==> config.mk <==
export PLATFORM = sky130hd
export DESIGN_NAME = soc_irq_ctrl
export DESIGN_NICKNAME = d
export VERILOG_FILES = /design/src/rtl/soc_irq_ctrl.sv
export SDC_FILE = /design/constraint.sdc
export NUM_CORES = 1
export LEC_CHECK = 0
export ABC_AREA = 1
export BUFFER_PORTS_ARGS = -buffer_cell sky130_fd_sc_hd__buf_4
export CORE_ASPECT_RATIO = 1.75
export CORE_MARGIN = 2
export CORE_UTILIZATION = 40
export CTS_CLUSTER_SIZE = 24
export DETAILED_ROUTE_END_ITERATION = 6
export GPL_TIMING_DRIVEN = 0
export PLACE_DENSITY = 0.72
export SKIP_CTS_REPAIR_TIMING = 1
export SLEW_MARGIN = 10
export SYNTH_ARGS = -nofsm -noshare
export SYNTH_HDL_FRONTEND = slang
export SYNTH_SLANG_ARGS = --single-unit
==> constraint.sdc <==
create_clock -name clk -period 6.28 [get_ports clk]
set_clock_uncertainty 0.1 [all_clocks]
set_input_delay 0 -clock clk [delete_from_list [all_inputs] [get_ports clk]]
set_output_delay 0 -clock clk [all_outputs]
set_load 0.01 [all_outputs]
==> src/rtl/soc_irq_ctrl.sv <==
// APB-controlled interrupt controller: per-source sync, polarity, edge/level capture,
// enable mask, pending latch and highest-index-wins claim register.
module soc_irq_ctrl #(
    parameter int NUM_SRC        = 11,
    parameter int SYNC_STAGES    = 2,
    parameter int APB_ADDR_WIDTH = 12,
    parameter int BUS_DATA_WIDTH = 32,
    localparam int ID_W          = $clog2(NUM_SRC + 1)
) (
    input  logic                      clk,
    input  logic                      rst,
    input  logic [NUM_SRC-1:0]        irq_src_i,
    input  logic                      psel_i,
    input  logic                      penable_i,
    input  logic                      pwrite_i,
    input  logic [APB_ADDR_WIDTH-1:0] paddr_i,
    input  logic [BUS_DATA_WIDTH-1:0] pwdata_i,
    output logic [BUS_DATA_WIDTH-1:0] prdata_o,
    output logic                      pready_o,
    output logic                      pslverr_o,
    output logic [NUM_SRC-1:0]        irq_vec_o,
    output logic                      irq_o,
    output logic [ID_W-1:0]           irq_id_o
);

    logic [NUM_SRC-1:0] sync_q [SYNC_STAGES];
    logic [NUM_SRC-1:0] prev_q, pending_q, enable_q, mode_q, polarity_q;
    logic [NUM_SRC-1:0] s, rise, w1c_clr, claim_clr, pending_d, enable_d, active;
    logic [NUM_SRC-1:0] wdata;
    logic [ID_W-1:0]    id_d;
    logic [2:0]         reg_idx;
    logic               access, wr_commit, rd_commit;
    logic               unused_bits;

    assign unused_bits = ^{paddr_i, pwdata_i};

    assign access    = psel_i & penable_i;
    assign wr_commit = access & pwrite_i;
    assign rd_commit = access & ~pwrite_i;
    assign reg_idx   = paddr_i[4:2];
    assign wdata     = pwdata_i[NUM_SRC-1:0];

    assign s    = sync_q[SYNC_STAGES-1] ^ polarity_q;
    assign rise = s & ~prev_q;

    // W1C only touches edge-mode bits; level bits simply follow the source.
    assign w1c_clr = (wr_commit && reg_idx == 3'd0) ? (wdata & mode_q) : '0;

    always_comb begin
        claim_clr = '0;
        for (int i = 0; i < NUM_SRC; i++) begin
            if (rd_commit && reg_idx == 3'd4 && irq_id_o == ID_W'(i + 1) && mode_q[i]) begin
                claim_clr[i] = 1'b1;
            end
        end
    end

    // A new edge in the clearing cycle takes precedence over the clear.
    assign pending_d = (mode_q & ((pending_q & ~(w1c_clr | claim_clr)) | rise)) | (~mode_q & s);
    assign enable_d  = (wr_commit && reg_idx == 3'd1) ? wdata : enable_q;
    assign active    = pending_d & enable_d;

    always_comb begin
        id_d = '0;
        for (int i = 0; i < NUM_SRC; i++) begin
            if (active[i]) id_d = ID_W'(i + 1);
        end
    end

    always_comb begin
        prdata_o  = '0;
        pslverr_o = 1'b0;
        if (access) begin
            case (reg_idx)
                3'd0:    prdata_o = BUS_DATA_WIDTH'(pending_q);
                3'd1:    prdata_o = BUS_DATA_WIDTH'(enable_q);
                3'd2:    prdata_o = BUS_DATA_WIDTH'(mode_q);
                3'd3:    prdata_o = BUS_DATA_WIDTH'(polarity_q);
                3'd4:    prdata_o = BUS_DATA_WIDTH'(irq_id_o);
                3'd5:    prdata_o = BUS_DATA_WIDTH'(s);
                default: pslverr_o = 1'b1;
            endcase
        end
    end

    assign pready_o = 1'b1;

    always_ff @(posedge clk or posedge rst) begin
        if (rst) begin
            for (int i = 0; i < SYNC_STAGES; i++) sync_q[i] <= '0;
            prev_q     <= '0;
            pending_q  <= '0;
            enable_q   <= '0;
            mode_q     <= '0;
            polarity_q <= '0;
            irq_vec_o  <= '0;
            irq_o      <= 1'b0;
            irq_id_o   <= '0;
        end else begin
            sync_q[0] <= irq_src_i;
            for (int i = 1; i < SYNC_STAGES; i++) sync_q[i] <= sync_q[i-1];
            prev_q    <= s;
            pending_q <= pending_d;
            enable_q  <= enable_d;
            if (wr_commit && reg_idx == 3'd2) mode_q <= wdata;
            if (wr_commit && reg_idx == 3'd3) polarity_q <= wdata;
            irq_vec_o <= active;
            irq_o     <= |active;
            irq_id_o  <= id_d;
        end
    end

endmodule

## Word level (Yosys, flattened, before mapping)

Index checks and enable logic that the tools add are counted.

- Divide/modulo/power cells: 0
- Add/sub/neg operators: 0
- Bitwise logic cells: 17
- Order comparisons: 0
- Multiplexer cells: 28
- Multiply operators: 0
- Reductions and logical operators: 30
- Eq/ne operators: 16
- Shift operators: 0

Operator list:

| kind | count |
|---|---|
| 11-bit AND | 6 |
| 11-bit case mux with 6 select lines | 1 |
| 4-bit 2-to-1 mux | 10 |
| 11-bit 2-to-1 mux | 3 |
| 11-bit inverter | 3 |
| 11-bit bitwise OR | 3 |
| 1-bit logical AND | 27 |
| 4-bit by 3-bit equality test with 1-bit output, second input constant | 4 |
| 4-bit equality test, second input constant | 4 |
| 1-bit 2-to-1 mux | 14 |
| 11-bit OR reduction | 1 |
| 11-bit bitwise XOR | 1 |
| 4-bit by 2-bit equality test with 1-bit output, second input constant | 2 |
| 3-bit by 2-bit equality test with 1-bit output, second input constant | 2 |
| 3-bit equality test, second input constant | 2 |
| 6-bit OR reduction | 1 |
| 4-bit by 1-bit equality test with 1-bit output, second input constant | 1 |
| 1-bit AND | 3 |
| 3-bit by 1-bit equality test with 1-bit output, second input constant | 1 |
| 3-bit zero test | 1 |
| 1-bit inverter | 1 |

- Memories kept: 0
- Bits in registers: 93
- Latch bits: 0
- Memory bits (writable): 0
- Bits in read-only memories: 0
- Logic and storage cells: 101
- Output and inout bits: 50

## Longest topological paths before layout

- Depth in word-level cells: 24
- Gate-level depth with buffers: 18

## Least setup slack after synthesis

Ideal clock, no wire load.

- Path kind: reg2reg
- Start: register irq_id_o[1]
- End: register irq_id_o[0]
- Stages on the path, launching flop included: 17
- Path slack: 4.715 ns
- Arrival: 1.349 ns
- Setup time: 0.116 ns
- Data required time: 6.064 ns
- Path buffers: 0
- Path through: dfrtp_1 -> inv_1 -> nand2_1 -> nor2_1 -> nand2_1 -> nand3_1 -> a21oi_2 -> nand2_1 -> nand2_1 -> nand2_1 -> nand2_1 -> nand2_1 -> nand2_1 -> nand2_1 -> nand2_1 -> nand2_1 -> nand2_1

- Cells in the longest elaborated chain, start to end: 22
- Elaborated cells between the ends (all ways): 62

RTL lines:

| element | RTL line | text |
|---|---|---|
| from (decl) | 23 | `output logic [ID_W-1:0] irq_id_o` |
| from (signal assigned) | 109 | `irq_id_o <= id_d;` |
| 4-bit by 1-bit equality test with 1-bit output | 52 | `if (rd_commit && reg_idx == 3'd4 && irq_id_o == ID_W'(i + 1) && mode_q[i]) begin` |
| 1-bit logical AND (2 in series) | 52 |  |
| 1-bit 2-to-1 mux | 52 |  |
| 11-bit bitwise OR | 59 | `assign pending_d = (mode_q & ((pending_q & ~(w1c_clr \| claim_clr)) \| rise)) \| (~mode_q & s);` |
| 11-bit inverter | 59 |  |
| 11-bit AND | 59 |  |
| 11-bit bitwise OR | 59 |  |
| 11-bit AND | 59 |  |
| 11-bit bitwise OR | 59 |  |
| 11-bit AND | 61 | `assign active = pending_d & enable_d;` |
| via active[0] | 28 | `logic [NUM_SRC-1:0] s, rise, w1c_clr, claim_clr, pending_d, enable_d, active;` |
| 1-bit 2-to-1 mux | 66 | `if (active[i]) id_d = ID_W'(i + 1);` |
| 4-bit 2-to-1 mux (10 in series) | 66 |  |
| via id_d[0] | 30 | `logic [ID_W-1:0] id_d;` |

The timed path passes the listed nets, and every way through them passes these cells.
A chain may end at the register's enable or synchronous reset.

## Final worst setup path

- Start: register irq_id_o[0]
- End: register irq_id_o[0]

- Elaborated cells between the ends (all ways): 62

RTL lines:

| element | RTL line |
|---|---|
| 4-bit by 2-bit equality test with 1-bit output | 52 |
| 1-bit logical AND (2 in series) | 52 |
| 1-bit 2-to-1 mux | 52 |
| 11-bit bitwise OR | 59 |
| 11-bit inverter | 59 |
| 11-bit AND | 59 |
| 11-bit bitwise OR | 59 |
| 11-bit AND | 59 |
| 11-bit bitwise OR | 59 |
| via pending_d[1] | 28 |
| 11-bit AND | 61 |
| 4-bit 2-to-1 mux (10 in series) | 66 |
| via id_d[0] | 30 |

The timed path passes the listed nets, and every way through them passes these cells.

==> flow_metrics.tcl <==
set metrics [dict create \
    worst_hold_path_type "input port to flip-flop" \
    grt_remaining_overflow 0 \
    antenna_cells 0 \
    antenna_left 0 \
    synth_cells 428 \
    area.growth.synth_to_final_pct 30.2 \
    final_wirelength_mm 10.7 \
    syn_area_um2 4050 \
    timing.critical_path.required_ns 6.46 \
    drc_errors 0 \
    grt_start_max_net_pins 51 \
    place.port_buffers 57 \
    vias 3428 \
    timing.final.setup_violations 0 \
    cts-root-buf "sky130_fd_sc_hd__clkbuf_16" \
    core_area_um2 9850 \
    worst_max_slew_pin_slew_ns 0.909 \
    finalNonFillerCells 671 \
    clkSlewWorstSetupHoldPaths_ns 0.06 \
    detailedPlacementHpwl_mm 7.58 \
    grt_pass1_wl_mm 16.2 \
    global_route.usage.total_pct 20.1 \
    status "finished clean" \
    worst-path-max-fanout 6 \
    floorplan.die.width_um 80.1 \
    grtUsageMet3_pct 4.29 \
    mostFrequentLayoutCells "109 x sky130_fd_sc_hd__nand2_1, 93 x sky130_fd_sc_hd__dfrtp_1, 79 x sky130_fd_sc_hd__buf_4" \
    layout.nets 601 \
    postSynthRegisterBits 93 \
    grt_setup_unrepaired "no" \
    cts_htree_levels 3 \
    yosys_warnings 0 \
    final_layout_size_suffix_gt1_share_pct 22.3 \
    slew_viol_final 0 \
    place_inst 631 \
    timing.final.crit_share_pct 30.7 \
    groute.layer.met1.usage_pct 21.3 \
    number_of_buffers_on_the_longest_clock_path 2 \
    crit_type "flip-flop to flip-flop" \
    ios 110 \
    die_y_um 137 \
    initial_core_utilization_pct 41.1 \
    max_freq_mhz 519 \
    detail_route.vias_per_cell 5.11 \
    grt_antenna_before_repair 0 \
    p_per_area_nw_per_um2 325 \
    setup_total_negative_slack_ns 0 \
    hold_viol 0 \
    busiest_layer "met2" \
    clk-insertion-delay-late_ns 0.34 \
    period_needed_ns 1.93 \
    endpoint_kind_of_the_worst_setup_timing_path "flip-flop" \
    cts.sink_count 93 \
    max-cap-violations 0 \
    synthDistinctLibCells 33 \
    worst_supply_voltage_drop_on_vdd_mv 0.198 \
    syn_area_per_cell_um2 9.47 \
    leakage_power_summed_over_all_cells_nw 2.68 \
    drt_first_pass_iters 5 \
    gp_congestion 0.863 \
    worstSetupStartpointType "flip-flop" \
    seq_area_frac_synth_pct 57.4 \
    rrSetupSlack_ns 4.35 \
    per_cell_routed_wire_length_um 15.9 \
    dr.first_iter.drc_count 257 \
    cp.arrival_ns 2.11 \
    slew-limit-headroom_pct 39.1 \
    layout_commonest_cell "sky130_fd_sc_hd__nand2_1" \
    vias_in_the_first_global_route 3285 \
    die_area_um2 11000 \
    cts-buffers-inserted 9 \
    row_cnt 48 \
    use_met2_pct 33.8 \
    tritoncts "done" \
]
==> cell usage after synthesis <==
| cell type | n | area (um2) |
|---|---|---|
| sky130_fd_sc_hd__nand2_1 | 109 | 409 |
| sky130_fd_sc_hd__dfrtp_1 | 93 | 2330 |
| sky130_fd_sc_hd__inv_1 | 45 | 169 |
| sky130_fd_sc_hd__o21ai_0 | 25 | 125 |
| sky130_fd_sc_hd__buf_4 | 22 | 165 |
| sky130_fd_sc_hd__nor2_1 | 22 | 82.6 |
| sky130_fd_sc_hd__a22oi_1 | 12 | 90.1 |
| sky130_fd_sc_hd__clkbuf_1 | 9 | 33.8 |
| sky130_fd_sc_hd__nand2_2 | 9 | 56.3 |
| sky130_fd_sc_hd__a21oi_1 | 8 | 40.0 |
| sky130_fd_sc_hd__a31oi_1 | 8 | 50.1 |
| sky130_fd_sc_hd__nand3_1 | 7 | 35.0 |
| sky130_fd_sc_hd__xor2_1 | 7 | 61.3 |
| sky130_fd_sc_hd__a221oi_1 | 6 | 52.6 |
| sky130_fd_sc_hd__inv_2 | 6 | 22.5 |
| sky130_fd_sc_hd__o2111ai_1 | 6 | 52.6 |
| sky130_fd_sc_hd__o21ai_1 | 4 | 20.0 |
| sky130_fd_sc_hd__xnor2_1 | 4 | 35.0 |
| sky130_fd_sc_hd__a21oi_2 | 3 | 26.3 |
| sky130_fd_sc_hd__nand4_1 | 3 | 18.8 |
| sky130_fd_sc_hd__buf_6 | 2 | 22.5 |
| sky130_fd_sc_hd__conb_1 | 2 | 7.51 |
| sky130_fd_sc_hd__nand3b_1 | 2 | 15.0 |
| sky130_fd_sc_hd__nor2_2 | 2 | 12.5 |
| sky130_fd_sc_hd__nor2_4 | 2 | 22.5 |
| sky130_fd_sc_hd__nor3_2 | 2 | 20.0 |
| sky130_fd_sc_hd__o2bb2ai_1 | 2 | 17.5 |
| sky130_fd_sc_hd__a41oi_1 | 1 | 8.76 |
| sky130_fd_sc_hd__nand3_4 | 1 | 17.5 |
| sky130_fd_sc_hd__nor3_1 | 1 | 5.00 |
| sky130_fd_sc_hd__nor3_4 | 1 | 16.3 |
| sky130_fd_sc_hd__o211ai_1 | 1 | 7.51 |
| sky130_fd_sc_hd__o21bai_1 | 1 | 7.51 |
==> metal layers <==
metal  wire, um  vias to the layer above
met2       5590                      163
met5          0                        -
li1           -                     1573
met3        635                       43
met1       3820                     1649
met4        631                        0
==> final cells by class <==
type / instances / area (um2)
multi-input combinational: 271 / 1390
timing repair buffer: 82 / 696
clock buffer: 13 / 250
fill: 933 / 4570
clock inverter: 3 / 45.0
sequential: 93 / 2330
buffer: 33 / 221
tap: 125 / 156
inverter: 51 / 194
==> registers in the layout (all words and copies together) (netlist names) <==
register	flops
irq_o	1
polarity_q	11
mode_q	11
pending_q	11
irq_id_o	4
irq_vec_o	11
prev_q	11
sync_q	22
enable_q	11
==> critical path: stages, from the launching register on <==
cell                       delay (ns)
sky130_fd_sc_hd__dfrtp_1         0.43
sky130_fd_sc_hd__inv_1           0.14
sky130_fd_sc_hd__nand2_1         0.12
sky130_fd_sc_hd__nor2_1          0.12
sky130_fd_sc_hd__nand2_1         0.07
sky130_fd_sc_hd__nand3b_1        0.09
sky130_fd_sc_hd__nand2_1         0.07
sky130_fd_sc_hd__nand2_1         0.14
sky130_fd_sc_hd__nand2_1         0.07
sky130_fd_sc_hd__nand2_1         0.07
sky130_fd_sc_hd__nand2_1         0.05
sky130_fd_sc_hd__nand2_1         0.07
sky130_fd_sc_hd__nand2_1         0.05
sky130_fd_sc_hd__nand2_1         0.05
sky130_fd_sc_hd__nand2_1         0.04
sky130_fd_sc_hd__nand2_1         0.06
sky130_fd_sc_hd__nand2_1         0.05
sky130_fd_sc_hd__nand2_1         0.05
==> final timing paths <==
check                                  from             to  depth (start not counted)
max in group asynchronous               rst  polarity_q[1]                          4
worst max register to register  irq_id_o[0]    irq_id_o[0]                         17
worst min-delay path             paddr_i[2]     mode_q[10]                          5
min in group asynchronous               rst     sync_q[16]                          3
worst min register to register   sync_q[11]      sync_q[0]                          0
worst max-delay path            irq_id_o[0]    irq_id_o[0]                         17
==> kinds of logic (layout without fill, tap and decap cells) <==
logic type             count (synthesis)  in the layout  share of synthesized area [%]
AO/OA/AOI/OAI                         77             77                           12.3
other                                  2             22                          0.185
AND/OR/NAND/NOR                      161            161                           17.5
XOR/XNOR                              11             11                           2.38
buffers and inverters                 84            182                           10.2
flip-flops                            93             93                           57.4
==> per-stage QoR <==
| step | utilization, % | hold WS, ns | worst slack (ns) | cell area [um2] | power [W] |
|---|---|---|---|---|---|
| after detailed placement | 48.1 | 0.00691 | 4.35 | 4740 | 0.00117 |
| after CTS | 51.1 | -0.359 | 4.38 | 5040 | 0.00171 |
| after global routing | 53.6 | 0.0738 | 4.15 | 5280 | 0.00181 |
| final | 53.6 | 0.00999 | 4.35 | 5280 | 0.00172 |
| after floorplan | - | -0.0686 | 3.76 | 4130 | 0.00102 |
| after global placement | 47.8 | 0.00939 | 2.80 | 4710 | 0.00115 |
==> power breakdown <==
part           switching [W]  internal (W)  total (W)
clock network       0.000216      0.000320   0.000536
logic               0.000226      0.000159   0.000385
registers          0.0000795      0.000715   0.000795
Power figures use the tool's default switching activity.
